<file path="src/rtl/mod3_sched_pkg.sv">
// Shared types and constants for the mod-3 check scheduler.
// The residue step function is the single definition of the (2r + b) mod 3 recurrence.
package mod3_sched_pkg;

    typedef enum logic [1:0] {
        IDLE  = 2'd0,
        SHIFT = 2'd1,
        DONE  = 2'd2
    } state_t;

    localparam logic [1:0] R0 = 2'd0;
    localparam logic [1:0] R1 = 2'd1;
    localparam logic [1:0] R2 = 2'd2;

    localparam logic ID0 = 1'b0;
    localparam logic ID1 = 1'b1;

    // Residue 3 is unreachable; it is folded back to R0 so a corrupted state self-heals.
    function automatic logic [1:0] residue_step(input logic [1:0] r, input logic b);
        logic [1:0] nxt;
        case (r)
            R0:      nxt = b ? R1 : R0;
            R1:      nxt = b ? R0 : R2;
            R2:      nxt = b ? R2 : R1;
            default: nxt = R0;
        endcase
        return nxt;
    endfunction

endpackage

</file>
<file path="src/rtl/mod3_check_scheduler_if.sv">
// Request/result bundle between the two word producers, the scheduler and the result consumer.
// master = producers/consumer side, slave = scheduler side.
interface mod3_check_scheduler_if #(
    parameter int WIDTH = 8
);
    logic             req0_valid;
    logic [WIDTH-1:0] req0_data;
    logic             req0_ready;
    logic             req1_valid;
    logic [WIDTH-1:0] req1_data;
    logic             req1_ready;
    logic             res_valid;
    logic             res_div;
    logic             res_id;
    logic             res_ready;

    modport master (
        output req0_valid, req0_data, req1_valid, req1_data, res_ready,
        input  req0_ready, req1_ready, res_valid, res_div, res_id
    );

    modport slave (
        input  req0_valid, req0_data, req1_valid, req1_data, res_ready,
        output req0_ready, req1_ready, res_valid, res_div, res_id
    );
endinterface

</file>
<file path="src/rtl/mod3_residue.sv">
// Serial divisible-by-3 engine: consumes one bit per enabled clock, MSB-first.
// Clear wins over enable so a new word never inherits a stale residue.
module mod3_residue
    import mod3_sched_pkg::*;
(
    input  logic       clk,
    input  logic       rst,
    input  logic       clr,
    input  logic       en,
    input  logic       bit_in,
    output logic [1:0] residue,
    output logic       div
);

    // NOTE: sequential state uses <= so every register samples pre-edge values, independent of block order.
    always_ff @(posedge clk) begin
        if (rst || clr) begin
            residue <= R0;
        end else if (en) begin
            residue <= residue_step(residue, bit_in);
        end
    end

    assign div = (residue == R0);

endmodule

</file>
<file path="src/rtl/mod3_check_scheduler.sv">
// Round-robin arbiter, serializer and result register in front of the shared mod-3 engine.
// One word is in flight at a time: accept in IDLE, shift WIDTH bits, hold the verdict in DONE.
module mod3_check_scheduler
    import mod3_sched_pkg::*;
#(
    parameter int WIDTH = 8
) (
    input  logic                  clk,
    input  logic                  rst,
    mod3_check_scheduler_if.slave bus,
    output logic                  busy
);

    localparam int CW = $clog2(WIDTH + 1);

    state_t           state;
    logic [CW-1:0]    cnt;
    logic [WIDTH-1:0] shreg;
    logic             last_grant;
    logic             cur_id;
    logic             grant;
    logic             accept;
    logic             res_valid_q;
    logic             res_div_q;
    logic             res_id_q;
    logic [1:0]       eng_residue;
    logic             unused_eng_div;

    // NOTE: every variable written in always_comb gets a default first, so no path can infer a latch.
    always_comb begin
        grant = ID0;
        if (bus.req0_valid && bus.req1_valid) begin
            grant = (last_grant == ID0) ? ID1 : ID0;
        end else if (bus.req1_valid) begin
            grant = ID1;
        end
    end

    assign accept = (state == IDLE) && !rst &&
                    ((grant == ID0) ? bus.req0_valid : bus.req1_valid);

    assign bus.req0_ready = accept && (grant == ID0);
    assign bus.req1_ready = accept && (grant == ID1);

    // NOTE: the shift register is pure datapath, always loaded before use, so it carries no reset.
    always_ff @(posedge clk) begin
        if (accept) begin
            shreg <= (grant == ID0) ? bus.req0_data : bus.req1_data;
        end else if (state == SHIFT) begin
            shreg <= shreg << 1;
        end
    end

    mod3_residue u_engine (
        .clk     (clk),
        .rst     (rst),
        .clr     (accept),
        .en      (state == SHIFT),
        .bit_in  (shreg[WIDTH-1]),
        .residue (eng_residue),
        .div     (unused_eng_div)
    );

    // The verdict is captured on the same edge as the last bit, from the engine's next residue.
    always_ff @(posedge clk) begin
        if (rst) begin
            state       <= IDLE;
            cnt         <= '0;
            last_grant  <= ID1;
            cur_id      <= ID0;
            res_valid_q <= 1'b0;
            res_div_q   <= 1'b0;
            res_id_q    <= ID0;
            busy        <= 1'b0;
        end else begin
            case (state)
                IDLE: begin
                    if (accept) begin
                        state      <= SHIFT;
                        busy       <= 1'b1;
                        cnt        <= CW'(WIDTH);
                        last_grant <= grant;
                        cur_id     <= grant;
                    end
                end
                SHIFT: begin
                    cnt <= cnt - CW'(1);
                    if (cnt == CW'(1)) begin
                        state       <= DONE;
                        res_valid_q <= 1'b1;
                        res_div_q   <= (residue_step(eng_residue, shreg[WIDTH-1]) == R0);
                        res_id_q    <= cur_id;
                    end
                end
                DONE: begin
                    if (bus.res_ready) begin
                        state       <= IDLE;
                        busy        <= 1'b0;
                        res_valid_q <= 1'b0;
                    end
                end
                default: begin
                    state       <= IDLE;
                    busy        <= 1'b0;
                    res_valid_q <= 1'b0;
                end
            endcase
        end
    end

    assign bus.res_valid = res_valid_q;
    assign bus.res_div   = res_div_q;
    assign bus.res_id    = res_id_q;

endmodule

</file>
<file path="src/flat_wrapper.sv">
// flat-port wrapper written by rule: the top's interface ports become plain ports
module mod3_check_scheduler_flat import mod3_sched_pkg::*;
#(
    parameter int WIDTH = 8
)
  (clk, rst, busy, bus_req0_valid, bus_req0_data, bus_req1_valid, bus_req1_data, bus_res_ready, bus_req0_ready, bus_req1_ready, bus_res_valid, bus_res_div, bus_res_id);
  mod3_check_scheduler_if #(.WIDTH(WIDTH)) bus_i ();
  input  logic clk;
  input  logic rst;
  output logic busy;
  input wire logic [$bits(bus_i.req0_valid)-1:0] bus_req0_valid;
  input wire logic [$bits(bus_i.req0_data)-1:0] bus_req0_data;
  input wire logic [$bits(bus_i.req1_valid)-1:0] bus_req1_valid;
  input wire logic [$bits(bus_i.req1_data)-1:0] bus_req1_data;
  input wire logic [$bits(bus_i.res_ready)-1:0] bus_res_ready;
  output wire logic [$bits(bus_i.req0_ready)-1:0] bus_req0_ready;
  output wire logic [$bits(bus_i.req1_ready)-1:0] bus_req1_ready;
  output wire logic [$bits(bus_i.res_valid)-1:0] bus_res_valid;
  output wire logic [$bits(bus_i.res_div)-1:0] bus_res_div;
  output wire logic [$bits(bus_i.res_id)-1:0] bus_res_id;
  assign bus_i.req0_valid = bus_req0_valid;
  assign bus_i.req0_data = bus_req0_data;
  assign bus_i.req1_valid = bus_req1_valid;
  assign bus_i.req1_data = bus_req1_data;
  assign bus_i.res_ready = bus_res_ready;
  assign bus_req0_ready = bus_i.req0_ready;
  assign bus_req1_ready = bus_i.req1_ready;
  assign bus_res_valid = bus_i.res_valid;
  assign bus_res_div = bus_i.res_div;
  assign bus_res_id = bus_i.res_id;
  mod3_check_scheduler #(.WIDTH(WIDTH)) u_core (.clk(clk), .rst(rst), .bus(bus_i), .busy(busy));
endmodule
</file>
<file path="config.mk">
export PLATFORM = sky130hd
export DESIGN_NAME = mod3_check_scheduler_flat
export DESIGN_NICKNAME = d
export VERILOG_FILES = /design/src/rtl/mod3_sched_pkg.sv /design/src/rtl/mod3_check_scheduler_if.sv /design/src/rtl/mod3_residue.sv /design/src/rtl/mod3_check_scheduler.sv /design/src/flat_wrapper.sv
export SDC_FILE = /design/constraint.sdc
export NUM_CORES = 1
export LEC_CHECK = 0
export ABC_AREA = 1
export CAP_MARGIN = 40
export CORE_MARGIN = 2
export CORE_UTILIZATION = 42
export CTS_BUF_LIST = sky130_fd_sc_hd__clkbuf_4 sky130_fd_sc_hd__clkbuf_8 sky130_fd_sc_hd__clkbuf_16
export CTS_CLUSTER_DIAMETER = 150
export DETAILED_ROUTE_END_ITERATION = 12
export GPL_TIMING_DRIVEN = 1
export PLACE_DENSITY = 0.84
export SYNTH_ARGS = -nofsm -noshare
export SYNTH_HDL_FRONTEND = slang
export SYNTH_SLANG_ARGS = --single-unit
</file>
<file path="constraint.sdc">
create_clock -name clk -period 1.3 [get_ports clk]
set_clock_uncertainty 0.1 [all_clocks]
set_input_delay 0.26 -clock clk [delete_from_list [all_inputs] [get_ports clk]]
set_output_delay 0.26 -clock clk [all_outputs]
set_load 0.01 [all_outputs]
</file>
# After elaboration in Yosys (flattened, before gate mapping)
# Cells that the tools add are included.
# word_totals
in_bits	21
ff_bits	22
out_inout_bits	6
word_cells	65
# op_classes
bitwise_logic	3
mux	25
n_eq_ne	8
reduce_logical	18
n_addsub	1
# op_table
cell	n
$mux W8	3
$mux W2	8
$pmux W2 S3	2
$reduce_and A3 Y1	3
$mux W1	8
$pmux W4 S2	1
$logic_not A2 Y1	3
$pmux W1 S3	2
$reduce_and A2 Y1	3
$logic_and A1 B1 Y1	5
$eq A2 B1 Y1 const B	2
$eq A2 B2 Y1 const B	2
$eq A4 B1 Y1 const B	1
$mux W4	1
$ne A2 B1 Y1 const B	2
$reduce_bool A2 Y1	2
$sub A4 B1 Y4 const B	1
$not A1 Y1	3
$ne A2 B2 Y1 const B	1
$logic_not A1 Y1	1
$logic_or A1 B1 Y1	1

# Longest topological paths before layout
# depth
word_depth	6
ltp_mapped	7
ltp_nobuf	7

# Modules after synthesis
# Synthesis repeated with hierarchy kept, for this count alone.
# unflattened
hier_cells	154
hier_area_um2	1139.8
# modules_own_cells
mod	seq_area_each_um2	area_each_um2	cells_per_inst	instances
mod3_check_scheduler	480.5	1017.2	136	1
mod3_residue	40.0	122.6	18	1

# Worst setup path before layout
# OpenSTA, ideal clock, no wires.
# synth_path
kind	register to register
from	register u_core.state[0]
to	register u_core.shreg[0], enable pin
setup_slack_ps	-2
setup_ps	337
stages_incl_launch_ff	4
path_buffers	0
t_arrival_ps	866
period_less_slack_ps	1302
t_required_ps	863
path_cell_list	dfxtp_1 -> nor2_2 -> nand3_4 -> nand2_1
# synth_between
elab_chain_len	4
word_cells_on_any_way	5
classes_between	eq/ne (1); reduce/logical (4)
# synth_lines
element	line	source
start: declaration	mod3_check_scheduler.sv:16	state_t state;
start signal: assignment	mod3_check_scheduler.sv:67	state <= IDLE;
start signal: assignment	mod3_check_scheduler.sv:79	state <= SHIFT;
start signal: assignment	mod3_check_scheduler.sv:89	state <= DONE;
$logic_not A2 Y1	mod3_check_scheduler.sv:39	assign accept = (state == IDLE) && !rst &&
$logic_and A1 B1 Y1 (2 in a row)	mod3_check_scheduler.sv:39	
$reduce_bool A2 Y1 (no source line) *	n/a	
end signal: assignment	mod3_check_scheduler.sv:48	shreg <= (grant == ID0) ? bus.req0_data : bus.req1_data;
end signal: assignment	mod3_check_scheduler.sv:50	shreg <= shreg << 1;
end: declaration	mod3_check_scheduler.sv:18	logic [WIDTH-1:0] shreg;
# Mark *: on every way between the ends. The rest lies on a longest branch, timed or not.
# A chain may end at the register's enable or synchronous reset.

# Final worst setup path
# layout_path
from	register u_core.state[1]
to	output port bus_req0_ready
# layout_between
elab_chain_len	4
# layout_lines
element	line	source
$logic_not A2 Y1	mod3_check_scheduler.sv:39	
$logic_and A1 B1 Y1 (2 in a row)	mod3_check_scheduler.sv:39	
$logic_and A1 B1 Y1	mod3_check_scheduler.sv:42	assign bus.req0_ready = accept && (grant == ID0);
end: declaration	flat_wrapper.sv:16	output wire logic [$bits(bus_i.req0_ready)-1:0] bus_req0_ready;
# Every way passes these cells.

==> metrics.txt <==
status finished with violations; violated checks negative setup slack; crit-path leading delay family simple AND/OR/NAND/NOR gates; vias post-DR 1,110; Slew Limit Fails 0; first-pass GRT wire length 4450 um; maximum buffer depth of the clock tree 2; WP data arrival 1170 ps; H-tree lvl count 1; Setup crit end kind output port; Rel. slew slack 85.4%; hold buffer count at cts 0; Sw Pwr 934 uW; fmax 652 MHz; clock group share of total power 16.4%; synth unique cells 21; Pleak 0.713 nW; Num Clock Sinks 22; cells after synthesis 130; core area 0.00241 mm^2; Die ar. 0.00290 mm^2; WL/cell 15.2 um; worst slew pin tran 217 ps; final setup fails 25; #FFs+latches synth 22; Die Y 53.9 um; power per cell area 1530 mW/mm^2; Pint 1.60 mW; CTS Buf Count 3; # fillers 171; most frequent cells in the layout nand2_1, buf_4, clkdlybuf4s50_1; worst vdd rail ir drop 1060 uV; Clock Tree Root clkbuf_4; RSZ-0062 raised after global routing yes; critical path launch point type register; largest net degree at the start of global routing 14; Gate power share 42.4%; Vias/cell 5.26; Clock transition at path regs 140 ps; worst slack at placement -749 ps; Avg Synthesized Cell Area 8.04 um^2; Initial DRC Count 21; Slowest-stage cell, CP dfxtp_2; CP max FO 3; hold slack 305 ps; sequential share of power 41.2%; final hold violation count 0; Critical Path Most Common Cell nor2_4; worst path cell trace nor2_4, nand3_4, nor2_4, buf_6; Hold WC Path Type input pin to register; Post-route DRC 0; Nets 205; DRT antenna net count 0; IO buf count 26; initial antenna violation count 0; layout cells sized above 1 37.0%; Sw Ratio 36.8%; Mapped Area 0.00104 mm^2; I/O pins 27; CTS tree done; Max-cap violations 0; DRT Pass-1 Iters 4; total gr overflow 0; hpwl dp 1910 um; post-route setup slack -234 ps; period utilization 118%; CP bufs+invs 1; Post-Route WL 3210 um; Die W 53.9 um; vias in the first global route 1,051; ant diodes 0; routability cong. 0.813; commonest non-fill, non-tap cell in the layout nand2_1; CP Data Required Time 940 ps; Crit Path Class register to output port; gr usage total 21.5%; sequential fraction of the synthesis area 49.8%; Final min period 1530 ps; Clock Latency Late Sink 340 ps; num rows 18; crit-path max cell delay 360 ps; synth warn 0; Starting Density 43.4%; syn nets 153; Layout area overhead 58.6%
[what timing repair did]
action / CTS / global route
setup buffers: 0 / 9
gates cloned: 0 / 1
gates resized for setup: 34 / 33
pin swaps: 2 / 9
endpoints found under the setup margin: 31 / 28
[logic make-up (layout without fill, tap and decap cells)]
group | after synthesis | in the layout | share of synthesized area [%]
AO/OA/AOI/OAI | 17 | 17 | 9.34
flip-flops | 22 | 22 | 49.8
AND/OR/NAND/NOR | 73 | 74 | 32.3
buffers and inverters | 16 | 66 | 6.11
adder cells (fa/ha/maj) | 2 | 2 | 2.39
[worst register-to-register path, cell delays in order, from the launching register on]
cell     delay (ps)
dfxtp_2         360
nor2_4          140
nand3_4         110
buf_4           160
buf_12          150
nand2_1          80
nand3_1          80
[sequential cells by signal, summed over array words and instances (netlist names)]
register / flops
u_core.busy: 1
u_core.cur_id: 1
u_core.bus.res_id: 1
u_core.last_grant: 1
u_core.bus.res_div: 1
u_core.cnt: 4
u_core.state: 2
u_core.bus.res_valid: 1
u_core.shreg: 8
u_core.u_engine.residue: 2
[layout make-up]
class	instances	area, um^2	area share, %
Sequential cell	22	529	31.9
Timing Repair Buffer	47	413	24.9
Tap cell	30	37.5	2.27
Inverter	15	58.8	3.55
Multi-Input combinational cell	93	582	35.1
Clock buffer	4	36.3	2.19
[through the flow]
stage	utilization, %	TNS, ps	total power [mW]	cells	area [um^2]
3_5_place_dp	59.6	-13490	1.78	198	1440
2_1_floorplan	-	0	1.46	130	1050
5_1_grt	68.7	-3110	2.66	211	1660
6_report	68.7	-2110	2.54	211	1660
4_1_cts	62.9	-424	2.21	202	1520
3_3_place_gp	59.6	-12220	1.74	198	1440
[synthesized netlist by cell type]
| library cell | number | area (um^2) |
|---|---|---|
| edfxtp_1 | 8 | 240 |
| nor2_1 | 11 | 41.3 |
| nand3_1 | 13 | 65.1 |
| nor2_2 | 1 | 6.26 |
| nand3_4 | 1 | 17.5 |
| a21oi_1 | 6 | 30.0 |
| o211ai_1 | 2 | 15.0 |
| buf_4 | 1 | 7.51 |
| a31oi_1 | 1 | 6.26 |
| a21oi_2 | 1 | 8.76 |
| or2_2 | 1 | 6.26 |
| inv_1 | 14 | 52.6 |
| nor2_4 | 3 | 33.8 |
| o21bai_1 | 1 | 7.51 |
| nor3_1 | 3 | 15.0 |
| o21ai_0 | 6 | 30.0 |
| inv_2 | 1 | 3.75 |
| ha_1 | 2 | 25.0 |
| nand4_1 | 1 | 6.26 |
| nand2_1 | 39 | 146 |
| dfxtp_1 | 14 | 280 |
[per-layer routing]
layer / vias to the layer above / GRT usage (%) / wire, um / share of wire (%)
met5: - / 0 / 0 / 0
met1: 502 / 25.5 / 1170 / 37
met2: 61 / 36.0 / 1630 / 51
li1: 530 / - / - / -
met3: 17 / 4.72 / 244 / 7.6
met4: 0 / 11.5 / 154 / 4.8
[path summary, 6_finish.rpt]
kind                            slack [ps]                      startpoint                              to  cells after the start
worst max-delay path                  -230    u_core.state[1]$_SDFFE_PP0P_                  bus_req0_ready                      4
worst min-delay path                   300                             rst      u_core.cnt[1]$_SDFFE_PP0P_                      3
worst max register to register        -130    u_core.state[1]$_SDFFE_PP0P_       u_core.shreg[4]$_DFFE_PP_                      6
worst min register to register         370  u_core.last_grant$_SDFFE_PP1P_  u_core.last_grant$_SDFFE_PP1P_                      2
[power groups by stage]
stage / Sequential [mW] / Clock (mW) / Combinational [mW]
after floorplan: 1.02 / 0 / 0.442
after global placement: 1.02 / 0 / 0.718
after detailed placement: 1.03 / 0 / 0.752
after CTS: 1.02 / 0.385 / 0.805
after global routing: 1.06 / 0.434 / 1.16
final: 1.05 / 0.417 / 1.08
Note: power is estimated with default switching activity, not from simulation.
==> edit 1 (same settings) <==
The 3 states of `state_t` get a one-hot encoding in 3 bits.
--- a/src/rtl/mod3_sched_pkg.sv
+++ b/src/rtl/mod3_sched_pkg.sv
@@ -3,8 +3,8 @@
 package mod3_sched_pkg;
 
-    typedef enum logic [1:0] {
-        IDLE  = 2'd0,
-        SHIFT = 2'd1,
-        DONE  = 2'd2
+    typedef enum logic [2:0] {
+        IDLE  = 3'b001,
+        SHIFT = 3'b010,
+        DONE  = 3'b100
     } state_t;
 
Behaviour: no difference found for any inputs over 10 cycles, from zero or initial values and one cycle with rst high; not proved beyond that.
==> edit 1 against the original RTL <==
The flow still finishes with violations (setup timing); power is 30% lower; wire length is 4.0% higher; cell area is 13% higher; global-route usage is 2.3 points lower; sequential share of layout area is 2.7 points lower; clock power is 13% lower; hold slack worse by 2.7 ps; worst setup slack worse by 63 ps; die area is 14% higher; combinational power is 49% lower; area after synthesis is 16% higher; sequential cell count is 1 higher; count of clock-buffer cells in the layout stayed put; highest routed layer unchanged.
==> edit 1: results (changes against the original RTL) <==
metric,value,unit,change
Post-synth ARST share,0,%,unchanged
failing checks,setup timing,,
yosys warns,0,,unchanged
relative slew slack,86.3,%,+0.91 points
internal power,1.24,mW,-23%
final setup fails,27,,+8.0%
via-per-instance ratio,5.14,,-2.3%
CTS H-tree lvls,1,,unchanged
drt pass-1 iters,5,,+1
sequential share of the synthesized area,44.7,%,-5.1 points
distinct cell type count of the synthesized netlist,23,,+9.5%
CP peak stage delay,340,ps,-20 ps
Arrival @ worst endpoint,1240,ps,+70 ps
final WL,3330,um,+4.0%
setup TNS,-5290,ps,-3170 ps
synth top area cells,"dfxtp_1, edfxtp_1, nand2_1",,
initial antenna violation count,0,,unchanged
status,"complete, but fails checks",,
Post-DP HPWL,2140,um,+12%
first-pass GRT wire length,4850,um,+9.0%
layout cells sized above 1,39.8,%,+2.8 points
Mapped Nets,169,,+10%
largest net degree at the start of global routing,15,,+1
Leakage,0.829,nW,+16%
Max IR drop VDD,0.671,mV,-36%
CP Max Fanout,3,,unchanged
initial drt markers,46,,+120%
pre-CTS WS,-788,ps,-38.8 ps
clk_lat worst skew,320,ps,-20 ps
mean area per synthesized cell,8.28,um2,+3.0%
total track usage,19.2,%,-2.3 points
Placed Cells,216,,+9.1%
gpl congestion,0.759,,-6.7%
FILL cells,195,,+14%
setup ws final,-297,ps,-62.7 ps
Top Registers,"u_core.shreg x8, u_core.cnt x4, u_core.state x3",,
edit 1: cell types whose count changed after synthesis, moves of 3 or more:
| cell | unedited run | this run |
|---|---|---|
| nand2_2 | 0 | 3 |
| nand3_2 | 0 | 4 |
| nor3_1 | 3 | 0 |
| nand3_1 | 13 | 16 |
edit 1: worst paths after layout:
path,from,depth (start not counted),endpoint,slack [ps]
worst max register to register,u_core.state[1],8,u_core.shreg[1],-230
worst min-delay path,rst,3,u_core.cnt[1],300
worst max-delay path,u_core.state[1],6,bus_req1_ready,-300
worst min register to register,u_core.bus.res_valid,2,u_core.bus.res_valid,380
edit 1: cell families after synthesis:
family | Yosys count | share of synthesized area [%]
buffers and inverters | 20 | 8.38
XOR/XNOR | 1 | 0.725
flip-flops | 23 | 44.7
adder cells (fa/ha/maj) | 2 | 2.07
AO/OA/AOI/OAI | 16 | 7.76
AND/OR/NAND/NOR | 84 | 36.3
edit 1: worst reg2reg max path, stage by stage, from the launching register on:
cell	delay [ps]
dfxtp_2	340
inv_2	50
nand2_2	50
nor2_4	170
nand2_8	100
buf_4	170
clkbuf_16	170
nand2_1	60
nand3_1	70
edit 1: metrics by stage:
step                      area, um2  utilization [%]
after floorplan                1210                -
after global placement         1600             58.6
after detailed placement       1600             58.6
after CTS                      1700             62.2
after global routing           1880             68.6
final                          1880             68.6
edit 1: area by class of cell:
cell class	instances	area, um2	area share (%)
sequential	23	549	29.3
timing repair buffer	52	507	27.0
clock buffer	4	30.0	1.60
multi-input combinational	105	679	36.2
inverter	17	71.3	3.80
tap	31	38.8	2.07
edit 1: timing repair:
action | CTS | global route
resized for setup | 29 | 34
cloned | 1 | 2
buffers inserted | 3 | 7
pin swaps | 3 | 8
endpoints found under the setup margin | 35 | 34
edit 1: power groups by stage:
stage | sequential [mW] | clock (mW) | combinational, mW
2_1_floorplan | 0.862 | 0 | 0.234
3_3_place_gp | 0.859 | 0 | 0.396
3_5_place_dp | 0.863 | 0 | 0.414
4_1_cts | 0.847 | 0.368 | 0.443
5_1_grt | 0.860 | 0.404 | 0.591
6_report | 0.854 | 0.363 | 0.551
edit 1: per-layer routing:
metal	routed length, um	global-route usage, %
met4	140	11.3
met1	1190	20.7
met3	170	3.13
met2	1840	35.1
met5	0	0
==> edit 2 (same settings) <==
Made on the original files. `WIDTH` is set to 8 in 3 places; all go to 16.
--- a/src/rtl/mod3_check_scheduler_if.sv
+++ b/src/rtl/mod3_check_scheduler_if.sv
@@ -2,5 +2,5 @@
 // master = producers/consumer side, slave = scheduler side.
 interface mod3_check_scheduler_if #(
-    parameter int WIDTH = 8
+    parameter int WIDTH = 16
 );
     logic             req0_valid;
--- a/src/rtl/mod3_check_scheduler.sv
+++ b/src/rtl/mod3_check_scheduler.sv
@@ -4,5 +4,5 @@
     import mod3_sched_pkg::*;
 #(
-    parameter int WIDTH = 8
+    parameter int WIDTH = 16
 ) (
     input  logic                  clk,
--- a/src/flat_wrapper.sv
+++ b/src/flat_wrapper.sv
@@ -2,5 +2,5 @@
 module mod3_check_scheduler_flat import mod3_sched_pkg::*;
 #(
-    parameter int WIDTH = 8
+    parameter int WIDTH = 16
 )
   (clk, rst, busy, bus_req0_valid, bus_req0_data, bus_req1_valid, bus_req1_data, bus_res_ready, bus_req0_ready, bus_req1_ready, bus_res_valid, bus_res_div, bus_res_id);
Ports: changed (resized bus_req0_data and bus_req1_data); port bits go from 27 to 43. No check against the original RTL was run, so the function may have changed too.
==> edit 2 against the original RTL <==
The run still ends with setup timing left; final cell count grew 41%; wire length grew 34%; area after synthesis grew 45%; via count grew 37%; worst setup slack lost 4.0 ps; sequential cell count grew 9; cell area grew 44%; power grew 57%; first-iteration DRC count grew to 4.0 times the old value.
==> edit 2: results (changes against the original RTL) <==
metric,value,unit,change
clock-pin slew on the worst setup and hold paths,100,ps,-40 ps
CTS Buffer Depth,2,,unchanged
layout cells sized above 1,24.3,%,-13 points
Ant. Diodes,0,,unchanged
yosys warns,0,,unchanged
CP Max Fanout,5,,+2
worst hold path class,input pin to register,,
initial drt markers,83,,+300%
final setup fails,38,,+52%
sequential share of the synthesized area,51.6,%,+1.7 points
via-per-instance ratio,5.11,,-2.8%
Top Registers,"u_core.shreg x16, u_core.cnt x5",,
setup ws final,-238,ps,-3.99 ps
first-pass GRT wire length,6730,um,+51%
slowest CP cell,dfxtp_2,,
initial antenna violation count,0,,unchanged
Post-synth top cells,"nand2_1, nand3_1, edfxtp_1",,
failing checks,setup timing,,
number of synthesized flops with an enable pin,16,,+8
Worst path top cell family by delay,simple AND/OR/NAND/NOR gates,,
Post-DP HPWL,2450,um,+29%
Placed Cells,280,,+41%
DIE WIDTH,64.0,um,+19%
CTS H-tree lvls,2,,+1
distinct cell type count of the synthesized netlist,22,,+4.8%
Mapped Nets,223,,+46%
synth top area cells,"edfxtp_1, dfxtp_1, nand2_1",,
setup TNS,-4590,ps,-2480 ps
Leakage,1.01,nW,+41%
clk_lat worst skew,340,ps,about the same
gpl congestion,0.780,,-4.1%
total track usage,21.8,%,+0.28 points
top_reg_cell synth,edfxtp_1,,
drt pass-1 iters,4,,unchanged
status,"complete, but fails checks",,
Finished Layout Cells,297,,+41%
IO buf count,42,,+62%
Final nets,289,,+41%
total CTS buffers,5,,+2
Slew @ Worst Pin,202,ps,-15.8 ps
WL per Instance,14.5,um,-4.8%
Post-synth ARST share,0,%,unchanged
largest net degree at the start of global routing,18,,+4
Arrival @ worst endpoint,1540,ps,+370 ps
CP peak stage delay,350,ps,
Clock Tree Root,clkbuf_4,,
vias in the first global route,1487,,+41%
mean area per synthesized cell,8.23,um2,+2.4%
Max IR drop VDD,0.959,mV,-9.1%
-- edit 2: changes by cell type after synthesis, moves of 3 or more --
cell	delta
nand2_1	+27
nor3_1	-3
edfxtp_1	+8
nand3_1	+12
-- edit 2: final timing paths --
path	start	to	slack, ps	cells past startpoint
hold / removal	rst	u_core.bus.res_valid	290	3
setup / recovery	u_core.state[0]	u_core.shreg[4]	-240	6
setup reg to reg	u_core.state[0]	u_core.shreg[4]	-240	6
hold reg to reg	u_core.cnt[0]	u_core.cnt[0]	360	1
-- edit 2: cell families (layout without fill, tap and decap cells) --
logic type / after synthesis / count (layout) / share of synthesized area, %
buffers and inverters: 21 / 85 / 6.78
adders and majority gates: 2 / 2 / 1.65
xor gates and xnor gates: 1 / 1 / 0.579
AOI/OAI and AO/OA: 18 / 18 / 6.28
and+or+nand+nor: 111 / 114 / 33.1
DFF: 31 / 31 / 51.6
-- edit 2: power by group --
group          internal, mW  total, mW  switching, mW  leakage [nW]
Sequential             1.42       1.59          0.170         0.284
Combinational         0.748       1.59          0.845         0.677
Clock                 0.450      0.810          0.360        0.0463
-- edit 2: layout make-up --
| class | instances | area (um2) |
|---|---|---|
| fillers | 228 | 1000 |
| inverters | 16 | 63.8 |
| flip-flops and latches | 31 | 786 |
| clock inverters | 1 | 30.0 |
| well taps | 46 | 57.6 |
| clock buffers | 7 | 52.6 |
| multi-input cells | 135 | 758 |
| repair buffers | 61 | 641 |
-- edit 2: repair_timing --
action | 4_1_cts | 5_1_grt
setup buffers | 3 | 0
setup endpoints to repair | 45 | 50
pin swaps | 7 | 6
resized for setup | 33 | 24
gates cloned | 5 | 1
-- edit 2: through the flow --
step           setup WS [ps]  instance area, um2  util (%)  power, mW
2_1_floorplan           15.6                1530         -       2.29
5_1_grt                 -282                2390      70.5       4.20
4_1_cts                 -249                2320      68.4       3.77
6_report                -238                2390      70.5       3.99
3_3_place_gp            -726                2060      60.8       2.67
3_5_place_dp            -747                2060      60.8       2.70
-- edit 2: per-layer routing --
layer  global-route usage, %  share of wire (%)  up-vias
li1                        -                  -      741
met1                    25.1                 38      702
met2                    37.6                 53       66
met3                    5.28                6.8        9
met4                    10.3                1.8        0
met5                       0                  0        -
-- edit 2: tightest hold or removal path: cells and delay by family --
| kind | cells | cell delay (ps) |
|---|---|---|
| buf+inv | 2 | 400 |
| compound gates | 1 | 40 |
